<file path="src/rtl/mem_port_arbiter_if.sv">
// mem_port_arbiter_if
//   Bundles every requester handshake and the shared RAM word port that
//   mem_port_arbiter sequences. The clock and reset stay plain module ports.
//
//   Signals
//     vid_req/vid_addr/vid_ack                  video refresh fetch (read only)
//     cpu_req/cpu_we/cpu_wtbt/cpu_addr/cpu_din  CPU bus request
//     cpu_ack                                   CPU completion pulse
//     cp_req/cp_we/cp_addr/cp_din/cp_ack        host mem_copy engine
//     rd_data                                   data of the last completed read
//     grant                                     owner: 0 video, 1 cpu, 2 copy, 3 refresh
//     ram_addr/ram_din/ram_wtbt                 port address, write data, byte enables
//     ram_we/ram_rd/ram_ref                     one-cycle port strobes
//     ram_dout                                  port read data
//
//   Modports
//     slave  : the arbiter itself
//     master : the surroundings (requesters plus the RAM model)
interface mem_port_arbiter_if;
  logic        vid_req;
  logic [23:0] vid_addr;
  logic        vid_ack;

  logic        cpu_req;
  logic        cpu_we;
  logic [1:0]  cpu_wtbt;
  logic [23:0] cpu_addr;
  logic [15:0] cpu_din;
  logic        cpu_ack;

  logic        cp_req;
  logic        cp_we;
  logic [23:0] cp_addr;
  logic [15:0] cp_din;
  logic        cp_ack;

  logic [15:0] rd_data;
  logic [1:0]  grant;

  logic [23:0] ram_addr;
  logic [15:0] ram_din;
  logic [1:0]  ram_wtbt;
  logic        ram_we;
  logic        ram_rd;
  logic        ram_ref;
  logic [15:0] ram_dout;

  modport slave (
    input  vid_req, vid_addr,
    input  cpu_req, cpu_we, cpu_wtbt, cpu_addr, cpu_din,
    input  cp_req, cp_we, cp_addr, cp_din,
    input  ram_dout,
    output vid_ack, cpu_ack, cp_ack,
    output rd_data, grant,
    output ram_addr, ram_din, ram_wtbt, ram_we, ram_rd, ram_ref
  );

  modport master (
    output vid_req, vid_addr,
    output cpu_req, cpu_we, cpu_wtbt, cpu_addr, cpu_din,
    output cp_req, cp_we, cp_addr, cp_din,
    output ram_dout,
    input  vid_ack, cpu_ack, cp_ack,
    input  rd_data, grant,
    input  ram_addr, ram_din, ram_wtbt, ram_we, ram_rd, ram_ref
  );
endinterface

</file>
<file path="src/rtl/mem_port_arbiter.sv">
// mem_port_arbiter
//   Shares the single SDRAM-backed word port between video fetch, the CPU
//   bus and the mem_copy engine, one access at a time with a fixed port
//   latency. Priority is video > CPU > copy; copy is promoted above the CPU
//   after STARVE_MAX consecutive CPU grants taken while copy was waiting.
//
//   Ports
//     clk_ram  memory clock, all state on the rising edge
//     reset_n  asynchronous active-low reset
//     bus      mem_port_arbiter_if.slave (requesters + RAM port)
//
//   Parameters
//     LAT         strobe-to-data / write-retire latency in cycles (1..15)
//     STARVE_MAX  CPU grants tolerated while copy waits (1..15)
//     REF_PERIOD  cycles between refresh requests (refresh build only)
//
//   Build option
//     MEMARB_REFRESH_EN  adds a periodic refresh owner (grant = 3) served
//                        ahead of all requesters at the next IDLE. Without
//                        it ram_ref is tied low and grant never reaches 3.
module mem_port_arbiter #(
  parameter int LAT        = 4,
  parameter int STARVE_MAX = 3,
  parameter int REF_PERIOD = 780
) (
  input  logic              clk_ram,
  input  logic              reset_n,
  mem_port_arbiter_if.slave bus
);

  if (LAT < 1 || LAT > 15 || STARVE_MAX < 1 || STARVE_MAX > 15 || REF_PERIOD < 2) begin : gParamCheck
    $error("mem_port_arbiter: parameter out of range");
  end

  localparam logic [1:0] OWN_VID  = 2'd0;
  localparam logic [1:0] OWN_CPU  = 2'd1;
  localparam logic [1:0] OWN_CP   = 2'd2;
  localparam logic [3:0] LAT_L    = 4'(LAT);
  localparam logic [3:0] STARVE_L = 4'(STARVE_MAX);

`ifdef MEMARB_REFRESH_EN
  localparam logic [1:0] OWN_REF = 2'd3;
  localparam int         REF_W   = (REF_PERIOD > 2) ? $clog2(REF_PERIOD) : 1;

  typedef enum logic [2:0] {
    S_IDLE,
    S_ISSUE,
    S_WAIT,
    S_DONE,
    S_REFRESH
  } state_t;
`else
  typedef enum logic [2:0] {
    S_IDLE,
    S_ISSUE,
    S_WAIT,
    S_DONE
  } state_t;
`endif

  state_t      r_state;
  state_t      w_nextState;

  logic [1:0]  r_grant;
  logic [23:0] r_addr;
  logic [15:0] r_din;
  logic [1:0]  r_wtbt;
  logic        r_we;
  logic [3:0]  r_waitCnt;
  logic [3:0]  r_starveCnt;
  logic [15:0] r_rdData;

  logic        w_win;
  logic [1:0]  w_winOwner;
  logic [23:0] w_winAddr;
  logic [15:0] w_winDin;
  logic [1:0]  w_winWtbt;
  logic        w_winWe;
  logic        w_starveFull;
  logic        w_waitLast;
  logic        w_issue;
  logic        w_done;
  logic        w_accept;

`ifdef MEMARB_REFRESH_EN
  logic [REF_W-1:0] r_refCnt;
  logic             r_refDue;
  logic             w_isRef;

  assign w_isRef = (r_grant == OWN_REF);
`endif

  assign w_starveFull = (r_starveCnt == STARVE_L);
  assign w_waitLast   = (r_waitCnt == 4'd1);
  assign w_issue      = (r_state == S_ISSUE);
  assign w_done       = (r_state == S_DONE);
  assign w_accept     = (r_state == S_IDLE) && w_win;

  // Winner selection, evaluated every cycle but only acted on in IDLE.
  // Copy jumps ahead of the CPU once the starvation counter is full, and
  // otherwise only wins when the CPU is not asking. Video is never held
  // back by the guard. A refresh winner keeps the old port attributes.
  always_comb begin
    w_win      = 1'b1;
    w_winOwner = OWN_VID;
    w_winAddr  = r_addr;
    w_winDin   = r_din;
    w_winWtbt  = r_wtbt;
    w_winWe    = 1'b0;
`ifdef MEMARB_REFRESH_EN
    if (r_refDue) begin
      w_winOwner = OWN_REF;
    end else
`endif
    if (bus.vid_req) begin
      w_winOwner = OWN_VID;
      w_winAddr  = bus.vid_addr;
      w_winWtbt  = 2'b11;
      w_winWe    = 1'b0;
    end else if (bus.cp_req && (w_starveFull || !bus.cpu_req)) begin
      w_winOwner = OWN_CP;
      w_winAddr  = bus.cp_addr;
      w_winDin   = bus.cp_din;
      w_winWtbt  = 2'b11;
      w_winWe    = bus.cp_we;
    end else if (bus.cpu_req) begin
      w_winOwner = OWN_CPU;
      w_winAddr  = bus.cpu_addr;
      w_winDin   = bus.cpu_din;
      w_winWtbt  = bus.cpu_wtbt;
      w_winWe    = bus.cpu_we;
    end else begin
      w_win = 1'b0;
    end
  end

  // State register.
  always_ff @(posedge clk_ram or negedge reset_n) begin
    if (!reset_n) begin
      r_state <= S_IDLE;
    end else begin
      r_state <= w_nextState;
    end
  end

  // Next-state logic: IDLE -> ISSUE -> WAIT (LAT cycles) -> DONE -> IDLE.
  // A refresh takes ISSUE for its strobe and then waits in REFRESH.
  always_comb begin
    w_nextState = r_state;
    unique case (r_state)
      S_IDLE: begin
        if (w_win) begin
          w_nextState = S_ISSUE;
        end
      end
      S_ISSUE: begin
`ifdef MEMARB_REFRESH_EN
        w_nextState = w_isRef ? S_REFRESH : S_WAIT;
`else
        w_nextState = S_WAIT;
`endif
      end
      S_WAIT: begin
        if (w_waitLast) begin
          w_nextState = S_DONE;
        end
      end
      S_DONE: begin
        w_nextState = S_IDLE;
      end
`ifdef MEMARB_REFRESH_EN
      S_REFRESH: begin
        if (w_waitLast) begin
          w_nextState = S_IDLE;
        end
      end
`endif
      default: begin
        w_nextState = S_IDLE;
      end
    endcase
  end

  // Access registers: the winner's attributes are frozen on acceptance so
  // the port stays stable through DONE even if the requester misbehaves.
  // The wait counter is loaded in ISSUE and runs down to zero; the last
  // WAIT cycle is the one where it reads 1, which is also when ram_dout
  // becomes valid and is captured.
  always_ff @(posedge clk_ram or negedge reset_n) begin
    if (!reset_n) begin
      r_grant   <= OWN_VID;
      r_addr    <= '0;
      r_din     <= '0;
      r_wtbt    <= '0;
      r_we      <= 1'b0;
      r_waitCnt <= '0;
      r_rdData  <= '0;
    end else begin
      if (w_accept) begin
        r_grant <= w_winOwner;
        r_addr  <= w_winAddr;
        r_din   <= w_winDin;
        r_wtbt  <= w_winWtbt;
        r_we    <= w_winWe;
      end
      if (w_issue) begin
        r_waitCnt <= LAT_L;
      end else if (r_waitCnt != 4'd0) begin
        r_waitCnt <= r_waitCnt - 4'd1;
      end
      if ((r_state == S_WAIT) && w_waitLast && !r_we) begin
        r_rdData <= bus.ram_dout;
      end
    end
  end

  // Starvation guard: counts CPU grants taken while copy was waiting,
  // saturating at STARVE_MAX, and restarts whenever copy gets the port.
  always_ff @(posedge clk_ram or negedge reset_n) begin
    if (!reset_n) begin
      r_starveCnt <= '0;
    end else if (w_accept) begin
      if (w_winOwner == OWN_CP) begin
        r_starveCnt <= '0;
      end else if ((w_winOwner == OWN_CPU) && bus.cp_req && !w_starveFull) begin
        r_starveCnt <= r_starveCnt + 4'd1;
      end
    end
  end

`ifdef MEMARB_REFRESH_EN
  // Free-running refresh timer. An expiry that lands while a refresh is
  // already pending merges into it; a new expiry wins over a clear in the
  // same cycle so it is never lost.
  always_ff @(posedge clk_ram or negedge reset_n) begin
    if (!reset_n) begin
      r_refCnt <= '0;
      r_refDue <= 1'b0;
    end else begin
      if (r_refCnt == REF_W'(REF_PERIOD - 1)) begin
        r_refCnt <= '0;
        r_refDue <= 1'b1;
      end else begin
        r_refCnt <= r_refCnt + REF_W'(1);
        if (w_accept && (w_winOwner == OWN_REF)) begin
          r_refDue <= 1'b0;
        end
      end
    end
  end

  assign bus.ram_rd  = w_issue & ~r_we & ~w_isRef;
  assign bus.ram_ref = w_issue & w_isRef;
`else
  assign bus.ram_rd  = w_issue & ~r_we;
  assign bus.ram_ref = 1'b0;
`endif

  assign bus.ram_we   = w_issue & r_we;
  assign bus.ram_addr = r_addr;
  assign bus.ram_din  = r_din;
  assign bus.ram_wtbt = r_wtbt;

  assign bus.vid_ack  = w_done & (r_grant == OWN_VID);
  assign bus.cpu_ack  = w_done & (r_grant == OWN_CPU);
  assign bus.cp_ack   = w_done & (r_grant == OWN_CP);

  assign bus.rd_data  = r_rdData;
  assign bus.grant    = r_grant;

endmodule
</file>
<file path="src/flat_wrapper.sv">
// flat-port wrapper written by rule: the top's interface ports become plain ports
module mem_port_arbiter_flat 
#(
  parameter int LAT        = 4,
  parameter int STARVE_MAX = 3,
  parameter int REF_PERIOD = 780
)
  (clk_ram, reset_n, bus_vid_req, bus_vid_addr, bus_cpu_req, bus_cpu_we, bus_cpu_wtbt, bus_cpu_addr, bus_cpu_din, bus_cp_req, bus_cp_we, bus_cp_addr, bus_cp_din, bus_ram_dout, bus_vid_ack, bus_cpu_ack, bus_cp_ack, bus_rd_data, bus_grant, bus_ram_addr, bus_ram_din, bus_ram_wtbt, bus_ram_we, bus_ram_rd, bus_ram_ref);
  mem_port_arbiter_if bus_i ();
  input  logic clk_ram;
  input  logic reset_n;
  input wire logic [$bits(bus_i.vid_req)-1:0] bus_vid_req;
  input wire logic [$bits(bus_i.vid_addr)-1:0] bus_vid_addr;
  input wire logic [$bits(bus_i.cpu_req)-1:0] bus_cpu_req;
  input wire logic [$bits(bus_i.cpu_we)-1:0] bus_cpu_we;
  input wire logic [$bits(bus_i.cpu_wtbt)-1:0] bus_cpu_wtbt;
  input wire logic [$bits(bus_i.cpu_addr)-1:0] bus_cpu_addr;
  input wire logic [$bits(bus_i.cpu_din)-1:0] bus_cpu_din;
  input wire logic [$bits(bus_i.cp_req)-1:0] bus_cp_req;
  input wire logic [$bits(bus_i.cp_we)-1:0] bus_cp_we;
  input wire logic [$bits(bus_i.cp_addr)-1:0] bus_cp_addr;
  input wire logic [$bits(bus_i.cp_din)-1:0] bus_cp_din;
  input wire logic [$bits(bus_i.ram_dout)-1:0] bus_ram_dout;
  output wire logic [$bits(bus_i.vid_ack)-1:0] bus_vid_ack;
  output wire logic [$bits(bus_i.cpu_ack)-1:0] bus_cpu_ack;
  output wire logic [$bits(bus_i.cp_ack)-1:0] bus_cp_ack;
  output wire logic [$bits(bus_i.rd_data)-1:0] bus_rd_data;
  output wire logic [$bits(bus_i.grant)-1:0] bus_grant;
  output wire logic [$bits(bus_i.ram_addr)-1:0] bus_ram_addr;
  output wire logic [$bits(bus_i.ram_din)-1:0] bus_ram_din;
  output wire logic [$bits(bus_i.ram_wtbt)-1:0] bus_ram_wtbt;
  output wire logic [$bits(bus_i.ram_we)-1:0] bus_ram_we;
  output wire logic [$bits(bus_i.ram_rd)-1:0] bus_ram_rd;
  output wire logic [$bits(bus_i.ram_ref)-1:0] bus_ram_ref;
  assign bus_i.vid_req = bus_vid_req;
  assign bus_i.vid_addr = bus_vid_addr;
  assign bus_i.cpu_req = bus_cpu_req;
  assign bus_i.cpu_we = bus_cpu_we;
  assign bus_i.cpu_wtbt = bus_cpu_wtbt;
  assign bus_i.cpu_addr = bus_cpu_addr;
  assign bus_i.cpu_din = bus_cpu_din;
  assign bus_i.cp_req = bus_cp_req;
  assign bus_i.cp_we = bus_cp_we;
  assign bus_i.cp_addr = bus_cp_addr;
  assign bus_i.cp_din = bus_cp_din;
  assign bus_i.ram_dout = bus_ram_dout;
  assign bus_vid_ack = bus_i.vid_ack;
  assign bus_cpu_ack = bus_i.cpu_ack;
  assign bus_cp_ack = bus_i.cp_ack;
  assign bus_rd_data = bus_i.rd_data;
  assign bus_grant = bus_i.grant;
  assign bus_ram_addr = bus_i.ram_addr;
  assign bus_ram_din = bus_i.ram_din;
  assign bus_ram_wtbt = bus_i.ram_wtbt;
  assign bus_ram_we = bus_i.ram_we;
  assign bus_ram_rd = bus_i.ram_rd;
  assign bus_ram_ref = bus_i.ram_ref;
  mem_port_arbiter #(.LAT(LAT), .STARVE_MAX(STARVE_MAX), .REF_PERIOD(REF_PERIOD)) u_core (.clk_ram(clk_ram), .reset_n(reset_n), .bus(bus_i));
endmodule
</file>
<file path="config.mk">
export PLATFORM = sky130hd
export DESIGN_NAME = mem_port_arbiter_flat
export DESIGN_NICKNAME = d
export VERILOG_FILES = /design/src/rtl/mem_port_arbiter_if.sv /design/src/rtl/mem_port_arbiter.sv /design/src/flat_wrapper.sv
export SDC_FILE = /design/constraint.sdc
export NUM_CORES = 1
export LEC_CHECK = 0
export ABC_AREA = 1
export CAP_MARGIN = 20
export CORE_UTILIZATION = 50
export DETAILED_ROUTE_END_ITERATION = 8
export DONT_BUFFER_PORTS = 1
export PLACE_DENSITY = 0.75
export SYNTH_ARGS = -nofsm -noshare
export SYNTH_HDL_FRONTEND = slang
export SYNTH_SLANG_ARGS = --single-unit
</file>
<file path="constraint.sdc">
create_clock -name clk_ram -period 1.9 [get_ports clk_ram]
set_clock_uncertainty 0.05 [all_clocks]
set_input_delay 0.38 -clock clk_ram [delete_from_list [all_inputs] [get_ports clk_ram]]
set_output_delay 0.38 -clock clk_ram [all_outputs]
set_load 0.02 [all_outputs]
</file>
Yosys cells after proc, flatten, opt, wreduce, memory -nomap -nowiden

Cells that the tools add are included.

Add/sub/neg operators: 2
$mul: 0
Divide/modulo/power cells: 0
$lt $le $gt $ge: 0
Equal/unequal tests: 11
Shift operators: 0
Muxes and demuxes: 24
Bitwise logic cells: 7
Reduce and logical (&&, ||, !) cells: 21

Operator list:

| operator                                                           | number |
|---|---|
| 24-bit 2-to-1 mux                                                  | 3 |
| 16-bit 2-to-1 mux                                                  | 2 |
| 4-bit 2-to-1 mux                                                   | 4 |
| 2-bit 2-to-1 mux                                                   | 5 |
| 3-bit one-hot mux with 3 select lines                              | 1 |
| 1-bit 2-to-1 mux                                                   | 7 |
| 3-bit by 2-bit == test with 1-bit output, second input constant    | 2 |
| 1-bit logical AND                                                  | 6 |
| 3-bit 2-to-1 mux                                                   | 2 |
| 2-bit AND reduction                                                | 3 |
| 2-bit nonzero test                                                 | 3 |
| 1-bit bitwise AND                                                  | 5 |
| 4-bit by 1-bit adder with 4-bit output, second input constant      | 1 |
| 2-bit by 1-bit == test with 1-bit output, second input constant    | 2 |
| 2-bit == test, second input constant                               | 2 |
| 4-bit by 1-bit == test with 1-bit output, second input constant    | 1 |
| 4-bit by 2-bit == test with 1-bit output, second input constant    | 1 |
| 2-bit by 1-bit != test with 1-bit output, second input constant    | 2 |
| 4-bit nonzero test                                                 | 1 |
| 4-bit by 1-bit subtractor with 4-bit output, second input constant | 1 |
| 3-bit by 1-bit == test with 1-bit output, second input constant    | 1 |
| 1-bit zero test                                                    | 3 |
| 3-bit zero test                                                    | 1 |
| 3-bit AND reduction                                                | 1 |
| other kinds (4)                                                    | 5 |

Register bits after elaboration: 72
Latch bits: 0
Memory bits (writable): 0
Bits in read-only memories: 0
Input port bits: 129
Output and inout bits: 66
Logic and storage cells: 74
Memories: 0

Longest topological paths before layout

Depth after elaboration: 10
Depth in mapped cells: 9
Mapped depth without buffers: 8

Least setup slack after synthesis

Ideal clock, no wire load.

Path kind: register to register
Start: register u_core.r_state[0]
End: register u_core.r_din[10] (netlist: u_core.bus.ram_din[10])
Arrival time: 1.352 ns
Data required time: 1.733 ns
Slack: 0.382 ns
Stages on the path, launching flop included: 9
Path buffers: 1
Period minus slack after synthesis: 1.518 ns
Cell sequence: dfrtp_1 > inv_1 > ha_1 > nand2_1 > nor2_4 > inv_2 > buf_2 > nand2_1 > nand2_1

Word-level cells in the longest chain between the ends: 3

Ends and longest elaborated chain:

| item                          | RTL line                | RTL |
|---|---|---|
| start, declared               | mem_port_arbiter.sv:61  | `state_t r_state;` |
| start signal, assigned        | mem_port_arbiter.sv:142 | `r_state <= w_nextState;` |
| 3-bit zero test               | mem_port_arbiter.sv:97  | `assign w_accept = (r_state == S_IDLE) && w_win;` |
| 1-bit logical AND             | mem_port_arbiter.sv:97  |  |
| 3-bit AND reduction (no line) | n/a                     |  |
| end signal, assigned          | mem_port_arbiter.sv:202 | `r_din <= w_winDin;` |
| end, declared                 | mem_port_arbiter.sv:66  | `logic [15:0] r_din;` |

Every way passes these cells.
A chain may end at the register's enable or synchronous reset.

Final worst setup path

Start: register u_core.r_state[1]
End: output bus_ram_rd

Word-level cells in the longest chain between the ends: 2

Ends and longest elaborated chain:

| item                                     | RTL line                | RTL |
|---|---|---|
| 3-bit by 1-bit == test with 1-bit output | mem_port_arbiter.sv:95  | `assign w_issue = (r_state == S_ISSUE);` |
| 1-bit bitwise AND                        | mem_port_arbiter.sv:255 | `assign bus.ram_rd = w_issue & ~r_we;` |
| end, declared                            | flat_wrapper.sv:33      | `output wire logic [$bits(bus_i.ram_rd)-1:0] bus_ram_rd;` |

Every way passes these cells.

==> flow_metrics.tcl <==
set metrics [dict create \
    clockBufferDepth 2 \
    p_comb_share_pct 5.0 \
    drt-wirelength-per-cell_um 14.5 \
    crit_arrival_ns 1.35 \
    hpwl_um 6290 \
    final_layout_size_suffix_gt1_share_pct 7.40 \
    setup_ws_ns 0.119 \
    ys_seq_elements 71 \
    seq_area_frac_synth_pct 46.4 \
    min_period_over_period_pct 93.7 \
    crit_fanout 4 \
    grt_usage_pct 21.6 \
    dpl_worst_slack_ns 0.218 \
    post-route-drc-count 0 \
    drt-initial-drc-count 146 \
    required_ns 1.47 \
    grt_overflow_total 0 \
    async_reset_ff_share_pct 100 \
    violations "negative hold slack" \
    hold_path_class "input pin to async pin" \
    p_per_area_nw_per_um2 736 \
    rrSetupSlack_ns 0.23 \
    syn_area_per_cell_um2 7.25 \
    synth.top_cells.by_count "nand2_1, nand3_1, dfrtp_1" \
    rsz0062_at_grt "no" \
    synthFlopType "dfrtp_1" \
    gp_congestion 0.756 \
    fmaxAchievable_mhz 561 \
    die_area_um2 8010 \
    drv_slew 0 \
    yosysMostFrequentCell "nand2_1" \
    min_period_ns 1.78 \
    antenna_found_initial 0 \
    htree_levels 3 \
    row_count 31 \
    num_antenna_cells 0 \
    reg2reg_to "u_core.bus.ram_addr[15]" \
    pwr-share-seq_pct 49.6 \
    outcome "complete, but fails checks" \
    fp.coreArea_um2 7330 \
    synthCells 528 \
    cts_tree "yes" \
    die_y_um 89.5 \
    leakage_nw 2.25 \
    io_buffers 0 \
    p_int_mw 2.35 \
    setup_viol 0 \
    grt_pass1_wl_um 13200 \
    max_stage_delay_ns 0.42 \
    drtPass1Iterations 5 \
    placed_area_um2 3900 \
    crit_buf_inv 2 \
    path_delay_family "flip-flops" \
    hold_ws_ns -0.331 \
    grt_pass1_vias 2799 \
    crit_path_start_kind "flip-flop" \
    synth_area_leaders "dfrtp_1, nand2_1, nand3_1" \
    yosysTopAreaCell "dfrtp_1" \
    layout.nets 660 \
    chipWidth_um 89.5 \
    clock_latency_ns 0.34 \
    sw_frac_of_total_pct 22.9 \
    finalHoldViolations 71 \
    max_cap_viol_count 0 \
    power_mw 3.05 \
    dr_total_vias 3327 \
    clk_pin_slew_ns 0.09 \
    synth-edff-count 0 \
    start_util_pct 52.2 \
    cpMostUsedCell "inv_1" \
    cts.sinks 71 \
    synth.cell_area_um2 3830 \
    setup_tns_ns 0 \
    cts_buffers 9 \
    crit_path_cell_trace "inv_1 -> ha_1 -> inv_1 -> nor2_4" \
    postRouteAntennaNets 0 \
    ys.warnings.count 0 \
    path_class "flip-flop to output port" \
    grt_max_degree 72 \
    synth_top_area_share_pct 46.4 \
    wirelength_um 9090 \
    synth_fp_nets 666 \
    cts_root_buffer "clkbuf_8" \
    rr_startpoint "u_core.r_starveCnt[0]" \
    switching_power_mw 0.696 \
    irDropWorstVdd_v 0.000315 \
    worst_r2r_path_depth 9 \
    final_area_um2 4140 \
    yosysUniqueCellTypes 27 \
    crit_path_end_kind "output port" \
    area_growth_pct 8.18 \
    pwr-share-clk_pct 45.5 \
    crit_slowest_cell "dfrtp_1" \
    viasPerCell 5.31 \
    io_pins 195 \
]
cells in the final DEF (no fill, tap or decap), drive strengths merged, types with 2 or more instances in the layout:
cell type / instances
nand2: 227
nand3: 88
dfrtp: 71
nor2: 62
inv: 19
buf: 12
clkbuf: 10
ha: 9
a21oi: 6
o21ai: 5
nor3: 4
o22ai: 2
xnor2: 2
bufinv: 2
clkinv: 2
power groups by stage:
| stage | sequential (mW) | clock [mW] | combinational [mW] |
|---|---|---|---|
| after global placement | 1.54 | 0 | 0.148 |
| after CTS | 1.51 | 1.42 | 0.153 |
| final | 1.51 | 1.39 | 0.152 |
| after detailed placement | 1.54 | 0 | 0.152 |
| after global routing | 1.51 | 1.48 | 0.179 |
| after floorplan | 1.54 | 0 | 0.142 |
flip-flops by register name, summed over array words and instances, names as in the netlist:
name / flops
u_core.r_waitCnt: 4
u_core.r_we: 1
u_core.r_state: 2
u_core.bus.rd_data: 16
u_core.bus.ram_din: 16
u_core.bus.grant: 2
u_core.bus.ram_addr: 24
u_core.r_starveCnt: 4
u_core.bus.ram_wtbt: 2
cell families after synthesis:
| kind of cell | after synthesis | synth area share, % |
|---|---|---|
| DFF | 71 | 46.4 |
| AOI/OAI and AO/OA | 14 | 1.96 |
| other | 1 | 0.0980 |
| adders and majority gates | 9 | 2.94 |
| xor gates and xnor gates | 3 | 0.687 |
| buffers and inverters | 47 | 5.98 |
| and+or+nand+nor | 383 | 41.9 |
layout make-up:
cell class                 instances  area (µm²)
timing repair buffer              12         115
tap                               99         124
inverter                          18        67.6
sequential                        71        1780
fill                             666        3190
clock inverter                     6        90.1
multi-input combinational        410        1830
clock buffer                      10         138
metrics by stage:
stage / std cells / util [%]
after global routing: 626 / 56.5
after floorplan: 528 / -
after detailed placement: 610 / 53.3
after global placement: 610 / 53.3
after CTS: 626 / 56.4
final: 626 / 56.5
layer usage:
layer / share of wire [%] / track usage, %
met4: 1.2 / 6.93
met5: 0 / 0
met1: 43 / 27.1
met3: 8.1 / 5.17
met2: 48 / 36.8
worst max path at each step:
stage	startpoint	endpoint	slack, ns	cells after the start
finish	u_core.r_state[1]	bus_ram_rd	0.12	4
detailed placement	u_core.r_starveCnt[0]	u_core.bus.ram_addr[4]	0.22	9
global route	u_core.r_state[0]	bus_vid_ack	0.01	4
CTS	u_core.r_state[1]	bus_ram_rd	0.07	4
floorplan	u_core.r_state[0]	u_core.bus.ram_din[10]	0.38	8
global placement	u_core.r_starveCnt[0]	u_core.bus.ram_addr[4]	0.29	9
what timing repair did:
item	CTS	global route
gates resized for setup	1	1
setup endpoints to repair	1	1
hold endpoints to repair	71	71
setup buffers	0	0
Note: power is estimated with default switching activity, not from simulation.
